### config.mk
export PLATFORM = sky130hd
export DESIGN_NAME = id_ex_issue_stage
export DESIGN_NICKNAME = d
export VERILOG_FILES = /design/src/rtl/id_ex_issue_stage.sv
export SDC_FILE = /design/constraint.sdc
export NUM_CORES = 1
export LEC_CHECK = 0
export CORE_MARGIN = 2
export CORE_UTILIZATION = 37
export DETAILED_ROUTE_END_ITERATION = 8
export PLACE_DENSITY = 0.83
export SETUP_SLACK_MARGIN = 0.2
export SYNTH_ARGS = -nofsm -noshare
export SYNTH_HDL_FRONTEND = slang
export SYNTH_SLANG_ARGS = --single-unit
export TNS_END_PERCENT = 100
### constraint.sdc
create_clock -name clk -period 1.7 [get_ports clk]
set_input_delay 0.255 -clock clk [delete_from_list [all_inputs] [get_ports clk]]
set_output_delay 0.255 -clock clk [all_outputs]
set_load 0.02 [all_outputs]
### src/rtl/id_ex_issue_stage.sv
// ID/EX pipeline latch for a dual-issue core: registers the decoded bundle and
// inserts load-use bubbles or splits bundles whose pipe 2 depends on pipe 1.
module id_ex_issue_stage #(
  parameter int REG_W = 3,
  parameter int OP_W  = 4,
  parameter int IMM_W = 8
) (
  input  logic             clk,
  input  logic             reset,
  input  logic             flush,
  input  logic [OP_W-1:0]  IF_ID_op_1,
  input  logic [REG_W-1:0] IF_ID_rm_1,
  input  logic [REG_W-1:0] IF_ID_rd_11,
  input  logic [REG_W-1:0] IF_ID_rd_12,
  input  logic [REG_W-1:0] IF_ID_rd_1,
  input  logic [IMM_W-1:0] IF_ID_imm_1,
  input  logic             IF_ID_ALUSrcB,
  input  logic             IF_ID_RegWrite1,
  input  logic             IF_ID_MemRead1,
  input  logic [OP_W-1:0]  IF_ID_op_2,
  input  logic [REG_W-1:0] IF_ID_rm_2,
  input  logic [REG_W-1:0] IF_ID_rn_2,
  input  logic [REG_W-1:0] IF_ID_rd_2,
  input  logic             IF_ID_RegWrite2,
  output logic [OP_W-1:0]  ID_EX_op_1,
  output logic [REG_W-1:0] ID_EX_rm_1,
  output logic [REG_W-1:0] ID_EX_rd_11,
  output logic [REG_W-1:0] ID_EX_rd_12,
  output logic [REG_W-1:0] ID_EX_rd_1,
  output logic [IMM_W-1:0] ID_EX_imm_1,
  output logic             ID_EX_ALUSrcB,
  output logic             ID_EX_RegWrite1,
  output logic             ID_EX_MemRead1,
  output logic [OP_W-1:0]  ID_EX_op_2,
  output logic [REG_W-1:0] ID_EX_rm_2,
  output logic [REG_W-1:0] ID_EX_rn_2,
  output logic [REG_W-1:0] ID_EX_rd_2,
  output logic             ID_EX_RegWrite2,
  output logic             hold_o,
  output logic             split_o
);

  typedef struct packed {
    logic [OP_W-1:0]  op;
    logic [REG_W-1:0] rm;
    logic [REG_W-1:0] rd_11;
    logic [REG_W-1:0] rd_12;
    logic [REG_W-1:0] rd;
    logic [IMM_W-1:0] imm;
    logic             alu_src_b;
    logic             reg_write;
    logic             mem_read;
  } pipe1_t;

  typedef struct packed {
    logic [OP_W-1:0]  op;
    logic [REG_W-1:0] rm;
    logic [REG_W-1:0] rn;
    logic [REG_W-1:0] rd;
    logic             reg_write;
  } pipe2_t;

  typedef enum logic {RUN, SPLIT} state_t;

  pipe1_t p1_in, p1_d, p1_q;
  pipe2_t p2_in, p2_d, p2_q;
  state_t state_d, state_q;

  logic [REG_W-1:0] src_b_1;
  logic lu1, lu2, intra;
  logic issue_1, issue_2, hold;

  assign p1_in = {IF_ID_op_1, IF_ID_rm_1, IF_ID_rd_11, IF_ID_rd_12, IF_ID_rd_1,
                  IF_ID_imm_1, IF_ID_ALUSrcB, IF_ID_RegWrite1, IF_ID_MemRead1};
  assign p2_in = {IF_ID_op_2, IF_ID_rm_2, IF_ID_rn_2, IF_ID_rd_2, IF_ID_RegWrite2};

  // r0 is never a real producer, so it can never cause a stall or a split
  always_comb begin
    src_b_1 = IF_ID_ALUSrcB ? IF_ID_rd_12 : IF_ID_rd_11;
    lu1 = p1_q.mem_read && (p1_q.rd != '0) &&
          ((p1_q.rd == IF_ID_rm_1) || (p1_q.rd == src_b_1));
    lu2 = p1_q.mem_read && (p1_q.rd != '0) &&
          ((p1_q.rd == IF_ID_rm_2) || (p1_q.rd == IF_ID_rn_2) || (p1_q.rd == IF_ID_rd_2));
    intra = IF_ID_RegWrite1 && (IF_ID_rd_1 != '0) &&
            ((IF_ID_rd_1 == IF_ID_rm_2) || (IF_ID_rd_1 == IF_ID_rn_2) ||
             (IF_ID_rd_1 == IF_ID_rd_2));
  end

  always_comb begin
    issue_1 = 1'b0;
    issue_2 = 1'b0;
    hold    = 1'b0;
    state_d = state_q;
    unique case (state_q)
      RUN: begin
        if (flush) begin
          state_d = RUN;
        end else if (lu1 || lu2) begin
          hold = 1'b1;
        end else if (intra) begin
          issue_1 = 1'b1;
          hold    = 1'b1;
          state_d = SPLIT;
        end else begin
          issue_1 = 1'b1;
          issue_2 = 1'b1;
        end
      end
      SPLIT: begin
        // pipe 1 of this bundle already left; only pipe 2 remains
        if (flush) begin
          state_d = RUN;
        end else if (lu2) begin
          hold = 1'b1;
        end else begin
          issue_2 = 1'b1;
          state_d = RUN;
        end
      end
      default: state_d = RUN;
    endcase
    p1_d = issue_1 ? p1_in : '0;
    p2_d = issue_2 ? p2_in : '0;
  end

  always_ff @(posedge clk or posedge reset) begin
    if (reset) begin
      p1_q    <= '0;
      p2_q    <= '0;
      state_q <= RUN;
    end else begin
      p1_q    <= p1_d;
      p2_q    <= p2_d;
      state_q <= state_d;
    end
  end

  assign hold_o  = hold && !reset;
  assign split_o = (state_q == SPLIT);

  assign ID_EX_op_1      = p1_q.op;
  assign ID_EX_rm_1      = p1_q.rm;
  assign ID_EX_rd_11     = p1_q.rd_11;
  assign ID_EX_rd_12     = p1_q.rd_12;
  assign ID_EX_rd_1      = p1_q.rd;
  assign ID_EX_imm_1     = p1_q.imm;
  assign ID_EX_ALUSrcB   = p1_q.alu_src_b;
  assign ID_EX_RegWrite1 = p1_q.reg_write;
  assign ID_EX_MemRead1  = p1_q.mem_read;
  assign ID_EX_op_2      = p2_q.op;
  assign ID_EX_rm_2      = p2_q.rm;
  assign ID_EX_rn_2      = p2_q.rn;
  assign ID_EX_rd_2      = p2_q.rd;
  assign ID_EX_RegWrite2 = p2_q.reg_write;

endmodule
==> qor.yml, run 1 <==
finish:
  design_area_mm2: 0.003625
  antenna_cells: 0
  ff_latch_area_mm2: 0.001055
  fin_util: 0.7624
  fin_cells: 334
  final.fill_count: 290
  nets: 310
  drive_gt1_frac: 0.4157
  syn_to_final_growth_pct: 97.21
  multi_input_area_mm2: 0.001003
yosys:
  synthAdderAreaFrac: 0
  yosys_warnings: 0
  yosysSeqAreaShare: 0.5718
  synth-seq-cells: 42
  syn_inst: 141
  syn_nets: 185
  synthTopCellsByArea: "dfrtp_1 (57%), xnor2_1 (11%), and2_2 (9.4%), and2_1 (5.8%), a2111oi_4 (3.0%)"
  synth-xor-area-share: 0.1144
  syn_area_mm2: 0.001838
  syn_avg_cell_area_um2: 13.04
  synth_top_cell_area_share: 0.5718
  synth_top_area_cell: "dfrtp_1"
  synth_top_family_by_area: "simple AND/OR/NAND/NOR gates"
  ys_types: 25
  synth-simple-area-share: 0.1811
  muxShareOfSynthArea: 0.01634
  synth_compound_gate_area_share: 0.08441
timing:
  layout_setup_ws_ns: -0.3724
  final_hold_viol_count: 0
  worst-slew-pin-transition_ns: 0.3231
  rsz0062_at_grt: "yes"
  maxSlewViolCount: 0
  whs_ns: 0.3594
  fmaxAchievable_ghz: 0.4825
  post-route-min-period_ns: 2.072
  skew_ns: 0.01120
  relSlewSlack: 0.7846
  fin_crit_sh: 1.219
  setup_viol_count_final: 42
critical_path:
  crit_arrival_ns: 1.82
  cp-end-kind: "primary output"
  critPathBufInv: 2
  crit_chain: "clkdlybuf4s50_1 -> xnor2_1 -> nand3_1 -> a31oi_2 -> a211oi_2 -> nor3_2 -> buf_4"
  worst_setup_path_start_kind: "primary input"
  cp.required_ns: 1.44
  critPathLaunch: "IF_ID_rd_2[2]"
  cpPeakStageDelay_ns: 0.65
  path_delay_family: "buffers and inverters"
  r2r-start: "ID_EX_rd_1[0]"
  worstPathMaxFanout: 3
  slowest_stage: "clkdlybuf4s50_1"
  crit_type: "primary input to primary output"
detailed_routing:
  wl_per_cell_um: 16.09
  ant_nets: 0
  drt_iter0_markers: 63
  avgViaCountPerCell: 4.521
  vias: 1510
  drt_wl_total_um: 5373
  remaining_drc_errors: 0
  dr.pass1.iters: 4
clock_network:
  cts_tree: "built"
  path_clk_slew_ns: 0.08
  cts-root-buf: "clkbuf_8"
  cts_max_level: 2
  cts_hold_buffers: 0
  clk_latency_ns: 0.29
  clk_path_buf_depth: 2
  cts_buffers: 5
  clkSinkCount: 42
die:
  start_util: 0.3866
  core_area_mm2: 0.004755
  placementRows: 25
  die_w_um: 74.48
  die_y_um: 74.48
  io_pins: 87
  design.die.area_mm2: 0.005547
power_and_ir_drop:
  power.density_mw_per_mm2: 779.2
  peakVddDrop_uv: 433.2
  cellLeakagePower_nw: 1.954
  power_w: 0.002825
outcome:
  status: "complete, but fails checks"
  violations: "negative setup slack"
job:
  maxCapViolCount: 0
global_route:
  grt_pass1_vias: 1683
  grt_usage: 0.2001
  grt_max_degree: 43
  grt_antenna_before_repair: 0
  overflow: 0
  grt_pass1_wl_um: 8217
placement:
  place_congestion: 0.8123
  dpl.cell_count: 310
  dpl_cell_area_mm2: 0.003049
  port_buffers: 86
  hpwl_um: 3105
worst_hold_path:
  min_path_type: "primary input to flop"
  worstHoldStart: "IF_ID_ALUSrcB"
## through the flow
stage / setup TNS, ns / setup slack [ns]
6_report: -9.798 / -0.3724
5_1_grt: -12.75 / -0.4149
4_1_cts: -10.40 / -0.3409
3_5_place_dp: -31.40 / -1.026
3_3_place_gp: -29.85 / -1.001
2_1_floorplan: -3.003 / -0.1554
## cell type report
type,instances,area share
Timing Repair Buffer,124,0.3766
Sequential cell,42,0.2910
Multi-Input combinational cell,91,0.2768
Clock buffer,8,0.03038
Tap cell,67,0.02313
Inverter,2,0.002071
## timing repair
action / 4_1_cts / 5_1_grt
gates cloned: 2 / 1
setup buffers: 12 / 1
setup endpoints to repair: 49 / 73
resized for setup: 33 / 50
pin swaps: 9 / 7
## cells in the mapped netlist, drive strengths merged
master / count
a2111oi: 2
a211oi: 2
a21o: 1
a31o: 1
a31oi: 2
and2: 40
and3: 1
buf: 5
clkbuf: 1
dfrtp: 42
inv: 2
mux2i: 3
nand2: 1
nand3: 7
nor2: 1
nor3: 1
o311ai: 1
o31a: 1
o31ai: 2
o32ai: 1
xnor2: 24
## power by group
part / total [W] / switching, W / internal (W)
Sequential: 0.00111 / 0.0000319 / 0.00108
Clock: 0.000730 / 0.000320 / 0.000410
Combinational: 0.000986 / 0.000426 / 0.000560
## worst register-to-register path: stages, from the launching register on
cell and delay [ns]:
dfrtp_2 0.47, buf_12 0.16, xnor2_2 0.13, nand3_2 0.13
a31oi_4 0.23, buf_6 0.15, a2111oi_4 0.04, buf_4 0.16
buf_12 0.12, buf_16 0.12, and2_2 0.18
## placed cells by master, fill, tap and decap left out, types with 2 or more instances in the layout
master	count
nand3_2	4
and2_1	17
a2111oi_4	2
dlygate4sd2_1	7
buf_12	8
buf_4	21
and2_4	16
xnor2_1	10
o31ai_4	2
dfrtp_1	39
dfrtp_2	3
buf_6	8
dlymetal6s2s_1	29
clkbuf_8	8
mux2i_4	2
nand3_1	3
clkdlybuf4s50_1	46
xnor2_2	11
a211oi_2	2
and2_2	7
xnor2_4	3
## sequential cells by signal, summed over array words and instances, names as in the netlist
name / cells
ID_EX_RegWrite2: 1
split_o: 1
ID_EX_op_2: 4
ID_EX_rm_1: 3
ID_EX_rd_1: 3
ID_EX_op_1: 4
ID_EX_RegWrite1: 1
ID_EX_rd_11: 3
ID_EX_ALUSrcB: 1
ID_EX_rd_12: 3
ID_EX_MemRead1: 1
ID_EX_rd_2: 3
ID_EX_rn_2: 3
ID_EX_imm_1: 8
ID_EX_rm_2: 3
## layer usage
metal,vias to the layer above,GRT usage,part of all wire
li1,711,-,-
met1,723,0.2317,0.37
met2,64,0.3500,0.54
met3,12,0.05962,0.072
met4,0,0.07341,0.022
met5,-,0,0
## kinds of logic after synthesis
group                  Yosys count
AND/OR/NAND/NOR                 51
flip-flops                      42
XOR/XNOR                        24
AO/OA/AOI/OAI                   13
buffers and inverters            8
multiplexers                     3
## worst paths after layout
check,endpoint,slack [ns],cells past startpoint
min in group asynchronous,ID_EX_RegWrite1,0.47,4
hold / removal,ID_EX_ALUSrcB,0.36,2
max in group asynchronous,ID_EX_rd_1[2],1.01,4
hold reg to reg,split_o,0.72,3
setup reg to reg,ID_EX_ALUSrcB,-0.32,10
setup / recovery,hold_o,-0.37,7
Power figures use the tool's default switching activity.
==> run 2, diff against run 1 <==
- CORE_UTILIZATION: 37 -> 38
- CTS_BUF_LIST: unset -> sky130_fd_sc_hd__clkbuf_2
- PLACE_DENSITY: 0.83 -> 0.85
==> qor.yml, run 2 (synthesis gave the netlist of run 1 again) <==
finish:
  antenna_cells: 0  # unchanged
  drive_gt1_frac: 0.4201  # +0.004344
  nets: 312  # +0.65%
  largest_register_ffs: 8  # unchanged
  final.fill_count: 345  # +19%
  syn_to_final_growth_pct: 83.12
  final_cell_mix: "clkdlybuf4s50_1 (42), dfrtp_1 (39), dlygate4sd2_1 (38), and2_4 (29)"
  final_common_cell: "clkdlybuf4s50_1"
power_and_ir_drop:
  netSwitchingFraction: 0.3036  # +0.02829
  p_clk_frac: 0.174  # -0.084
  seqPwrFrac: 0.453  # +0.060
  p_comb_frac: 0.373  # +0.024
  peakVddDrop_uv: 407.4  # -6.0%
  power.internal_w: 0.001707  # -17%
  p_switching_w: 0.0007444  # -4.3%
  power.density_mw_per_mm2: 728.4  # -6.5%
  cellLeakagePower_nw: 1.606  # -18%
timing:
  setup_viol_count_final: 43  # +2.4%
  fmaxAchievable_ghz: 0.4638  # -3.9%
  maxSlewViolCount: 0  # unchanged
  worst-slew-pin-transition_ns: 0.3601  # +0.03705 ns
  layout_setup_ws_ns: -0.4562  # -0.08375 ns
  final_hold_viol_count: 0  # unchanged
  post-route-min-period_ns: 2.156  # +0.08375 ns
  fin_crit_sh: 1.268  # +0.04927
  skew_ns: 0.03055  # +0.01935 ns
  setup_tns_ns: -13.04  # -3.241 ns
  whs_ns: 0.3310  # -0.02840 ns
  rsz0062_at_grt: "yes"
  relSlewSlack: 0.7588  # -0.02582
die:
  io_pins: 87  # unchanged
  core_area_mm2: 0.004692  # -1.3%
  placementRows: 25  # unchanged
  die_y_um: 73.55  # -1.3%
  die_w_um: 73.55  # -1.3%
  start_util: 0.3917  # +0.005154
  design.die.area_mm2: 0.005409  # -2.5%
global_route:
  grt_pass1_wl_um: 8169  # -0.58%
  grt_antenna_before_repair: 0  # unchanged
  grt_max_degree: 26  # -40%
  overflow: 0  # unchanged
  grt_pass1_vias: 1666  # -1.0%
  grt_usage: 0.2012  # +0.001043
critical_path:
  worst_setup_path_start_kind: "flop"
  cp-end-kind: "primary output"
  crit_arrival_ns: 1.90  # +0.08 ns
  cp.required_ns: 1.44  # about the same
  crit_type: "flop to primary output"
  worstPathMaxFanout: 7  # +4
clock_network:
  cts_tree: "built"
  cts_buffers: 5  # unchanged
  cts-root-buf: "clkbuf_2"
  clk_path_buf_depth: 2  # unchanged
  clkSinkCount: 42  # unchanged
  cts_max_level: 2  # unchanged
  clk_latency_ns: 0.39  # +0.10 ns
  cts_hold_buffers: 0  # unchanged
  path_clk_slew_ns: 0.21  # +0.13 ns
placement:
  dp_slack_ns: -1.049  # -0.02304 ns
  place_congestion: 0.8082  # -0.50%
  hpwl_um: 3337  # +7.5%
  port_buffers: 86  # unchanged
detailed_routing:
  vias: 1515  # +0.33%
  drt_wl_total_um: 4903  # -8.7%
  avgViaCountPerCell: 4.690  # +3.7%
  drt_iter0_markers: 88  # +40%
  wl_per_cell_um: 15.18  # -5.6%
  ant_nets: 0  # unchanged
  dr.pass1.iters: 4  # unchanged
  remaining_drc_errors: 0  # unchanged
outcome:
  status: "complete, but fails checks"
  violations: "negative setup slack"
worst_hold_path:
  min_path_type: "primary input to async pin"
job:
  maxCapViolCount: 0  # unchanged
run 2: changes by cell type in the layout (fill, tap and decap cells not counted), moves of 8 or more:
cell and change:
and2_4 +13, dlygate4sd2_1 +31, buf_6 +12, dlymetal6s2s_1 -29, clkbuf_8 -8
run 2: worst paths after layout:
kind / from / to / slack [ns] / depth (start not counted)
setup / recovery: ID_EX_rd_1[0] / hold_o / -0.46 / 7
hold / removal: reset / ID_EX_rm_1[1] / 0.33 / 4
setup reg to reg: ID_EX_rd_1[0] / ID_EX_rm_2[0] / -0.37 / 9
hold reg to reg: split_o / split_o / 0.76 / 3
max in group asynchronous: reset / ID_EX_imm_1[4] / 1.08 / 4
min in group clk: IF_ID_ALUSrcB / ID_EX_ALUSrcB / 0.37 / 2
run 2: layout make-up:
| type | count | area (um2) | share of cell area |
|---|---|---|---|
| Clock buffer | 8 | 40.04 | 0.01190 |
| Timing Repair Buffer | 126 | 1219 | 0.3621 |
| Tap cell | 54 | 67.56 | 0.02007 |
| Multi-Input combinational cell | 91 | 977.2 | 0.2903 |
| Inverter | 2 | 7.507 | 0.002230 |
| Sequential cell | 42 | 1055 | 0.3134 |
run 2: power by group through the flow:
stage / Sequential (W) / Clock, W / Combinational, W
floorplan: 0.00123 / 0 / 0.000310
global placement: 0.00114 / 0 / 0.000763
detailed placement: 0.00114 / 0 / 0.000778
CTS: 0.00111 / 0.000442 / 0.000872
global route: 0.00112 / 0.000482 / 0.000977
finish: 0.00111 / 0.000426 / 0.000916
run 2: critical path: stages (launching register included):
cell,delay (ns)
dfrtp_2,0.55
buf_6,0.17
xnor2_4,0.11
nand3_2,0.09
o31ai_4,0.09
a211oi_2,0.29
nor3_2,0.05
buf_4,0.15
run 2: metrics by stage:
stage,power (W),utilization,cell area (um2),std cells
6_report,0.002452,0.7173,3366,323
5_1_grt,0.002580,0.7173,3366,323
4_1_cts,0.002424,0.6989,3279,322
3_5_place_dp,0.001918,0.6443,3023,299
3_3_place_gp,0.001899,0.6443,3023,299
2_1_floorplan,0.001539,-,1963,141
run 2: timing repair:
item                       4_1_cts  5_1_grt
pin swaps                       19       11
setup endpoints to repair       85       46
hold endpoints to repair         0        0
resized for setup               99       21
gates cloned                     3        0
buffers inserted                12        1
run 2: metal layers:
metal / global-route usage / vias up / share of wire
li1: - / 717 / -
met1: 0.2383 / 738 / 0.38
met2: 0.3452 / 51 / 0.54
met3: 0.06584 / 9 / 0.070
met4: 0.06263 / 0 / 0.016
met5: 0 / - / 0
==> run 3, diff against run 2 <==
- ABC_AREA: unset -> 1
==> qor.yml, run 3 <==
die:
  io_pins: 87  # unchanged
  start_util: 0.3966  # +0.004845
  core_area_mm2: 0.004755  # +1.3%
  die_y_um: 74.44  # +1.2%
  die_w_um: 74.44  # +1.2%
  placementRows: 25  # unchanged
  design.die.area_mm2: 0.005541  # +2.4%
yosys:
  syn_nets: 246  # +33%
  syn_avg_cell_area_um2: 9.334  # -28%
  synth-seq-cells: 42  # unchanged
  syn_area_mm2: 0.001886  # +2.6%
  synthFlopType: "dfrtp_1"
  ys_types: 20  # -20%
  yosys_warnings: 0  # unchanged
  synth_commonest_cells: "inv_1 (48), dfrtp_1 (42), nor2_1 (31)"
  syn_inst: 202  # +43%
  synth_top_cell_area_share: 0.5574  # -0.01442
  synth_edf_count: 0  # unchanged
  synth_top_area_cell: "dfrtp_1"
  yosysMostFrequentCell: "inv_1"
  postSynth.asyncResetShare: 1.000  # unchanged
  yosysSeqAreaShare: 0.5574  # -0.01442
  synthTopCellsByArea: "dfrtp_1 (56%), xnor2_1 (9.8%), inv_1 (9.6%), nor2_1 (6.2%), nand3_1 (4.0%)"
job:
  maxCapViolCount: 0  # unchanged
critical_path:
  r2r-start: "ID_EX_rd_1[2]"
  worst_setup_path_start_kind: "flop"
  critPathLaunch: "ID_EX_rd_1[2]"
  cp-end-kind: "primary output"
  cp.required_ns: 1.44  # about the same
  crit_chain: "inv_2 -> nand3_2 -> nand2_2 -> nand3_2 -> nand2_2 -> nand2_2 -> nand3_2 -> nand2_4 -> a21oi_4 -> buf_6"
  r2r_slack_ns: -0.34  # +0.03 ns
  crit_type: "flop to primary output"
  cpPeakStageDelay_ns: 0.56  # about the same
  critPathBufInv: 2  # unchanged
  path_delay_family: "flip-flops"
  crit_arrival_ns: 1.83  # -0.07 ns
  slowest_stage: "dfrtp_2"
  worstPathMaxFanout: 7  # unchanged
global_route:
  grt_pass1_vias: 1602  # -3.8%
  grt_usage: 0.1854  # -0.01576
  grt_pass1_wl_um: 7521  # -7.9%
  overflow: 0  # unchanged
  grt_max_degree: 43  # +65%
  grt_antenna_before_repair: 0  # unchanged
placement:
  hpwl_um: 3316  # -0.64%
  place_congestion: 0.7762  # -4.0%
  port_buffers: 86  # unchanged
  dpl_cell_area_mm2: 0.002989  # -1.1%
outcome:
  violations: "negative setup slack"
  status: "complete, but fails checks"
timing:
  layout_setup_ws_ns: -0.3821  # +0.07400 ns
  skew_ns: 0.02785  # -0.002695 ns
  final_hold_viol_count: 0  # unchanged
  fin_crit_sh: 1.225  # -0.04353
  rsz0062_at_grt: "yes"
  maxSlewViolCount: 0  # unchanged
  relSlewSlack: 0.6508  # -0.1080
  setup_viol_count_final: 43  # unchanged
  fmaxAchievable_ghz: 0.4803  # +3.6%
  whs_ns: 0.3357  # +0.004685 ns
  post-route-min-period_ns: 2.082  # -0.07400 ns
  worst-slew-pin-transition_ns: 0.5238  # +0.1637 ns
  setup_tns_ns: -6.364  # +6.675 ns
finish:
  final_cell_mix: "inv_1 (43), clkdlybuf4s50_1 (43), dfrtp_1 (39), dlygate4sd2_1 (38), nor2_2 (34)"
  largest_register_ffs: 8  # unchanged
  antenna_cells: 0  # unchanged
  drive_gt1_frac: 0.3634  # -0.05672
  nets: 365  # +17%
  syn_to_final_growth_pct: 77.64
  design_area_mm2: 0.003349  # -0.48%
detailed_routing:
  ant_nets: 0  # unchanged
  avgViaCountPerCell: 4.296  # -8.4%
  drt_wl_total_um: 5025  # +2.5%
  remaining_drc_errors: 0  # unchanged
  dr.pass1.iters: 4  # unchanged
  drt_iter0_markers: 30  # -66%
  wl_per_cell_um: 12.92  # -15%
  vias: 1671  # +10%
clock_network:
  cts_max_level: 2  # unchanged
  cts-root-buf: "clkbuf_2"
  clkSinkCount: 42  # unchanged
  path_clk_slew_ns: 0.22  # about the same
  cts_hold_buffers: 0  # unchanged
  clk_latency_ns: 0.41  # +0.02 ns
  cts_tree: "built"
  clk_path_buf_depth: 2  # unchanged
  cts_buffers: 5  # unchanged
worst_hold_path:
  worstHoldStart: "IF_ID_op_1[0]"
  min_path_type: "primary input to flop"
power_and_ir_drop:
  peakVddDrop_uv: 428.4  # +5.2%
  power.density_mw_per_mm2: 706.2  # -3.1%
  cellLeakagePower_nw: 1.750  # +9.0%
run 3: cell count changes in the layout (fill, tap and decap cells not counted), moves of 9 or more:
| cell | delta |
|---|---|
| and2_1 | -11 |
| and2_4 | -29 |
| buf_6 | -9 |
| inv_1 | +42 |
| nand2_1 | +14 |
| nor2_2 | +33 |
run 3: repair_timing:
action,4_1_cts,5_1_grt
setup buffers,4,7
gates resized for setup,81,48
hold endpoints to repair,0,0
pin swaps,3,9
gates cloned,2,0
setup endpoints to repair,84,46
run 3: final timing paths:
kind | end | cells past startpoint
max in group asynchronous | ID_EX_rd_1[1] | 3
max | hold_o | 10
min in group asynchronous | ID_EX_rm_2[0] | 3
min reg2reg | split_o | 4
min | ID_EX_op_1[0] | 3
max reg2reg | ID_EX_rd_2[1] | 15
run 3: cell type report:
class,instances,area [um2]
Timing Repair Buffer,117,1130
Fill cell,360,1405
Sequential cell,42,1055
Clock buffer,5,25.02
Multi-Input combinational cell,106,857.1
Inverter,49,187.7
Tap cell,67,83.83
Clock inverter,3,11.26
run 3: where the power goes:
group          switching [W]  total [W]  internal, W
logic               0.000427   0.000850     0.000423
clock network       0.000312   0.000400    0.0000879
registers          0.0000384    0.00112      0.00108
run 3: tightest hold or removal path, stage by stage:
cell and delay [ns]:
clkdlybuf4s50_1 0.39, inv_1 0.06, nor2_2 0.04
run 3: routing by layer:
layer / global-route usage / share of wire / up-vias
met5: 0 / 0 / -
met4: 0.05952 / 0.018 / 0
li1: - / - / 826
met2: 0.3127 / 0.51 / 55
met1: 0.2358 / 0.42 / 781
met3: 0.04336 / 0.050 / 9
run 3: cell families (layout without fill, tap and decap cells):
group / count (synthesis) / in the layout / share of synthesized area
AOI/OAI and AO/OA: 4 / 4 / 0.01593
xor gates and xnor gates: 21 / 21 / 0.09755
buffers and inverters: 55 / 174 / 0.1241
DFF: 42 / 42 / 0.5574
and+or+nand+nor: 80 / 81 / 0.2050
run 3: stage by stage:
step	total power (W)	worst slack, ns	std cells	util
2_1_floorplan	0.001489	0.1127	202	-
3_3_place_gp	0.001835	-0.7338	368	0.6287
3_5_place_dp	0.001850	-0.7977	368	0.6287
4_1_cts	0.002262	-0.3830	382	0.6516
5_1_grt	0.002488	-0.4834	389	0.7045
6_report	0.002365	-0.3821	389	0.7045
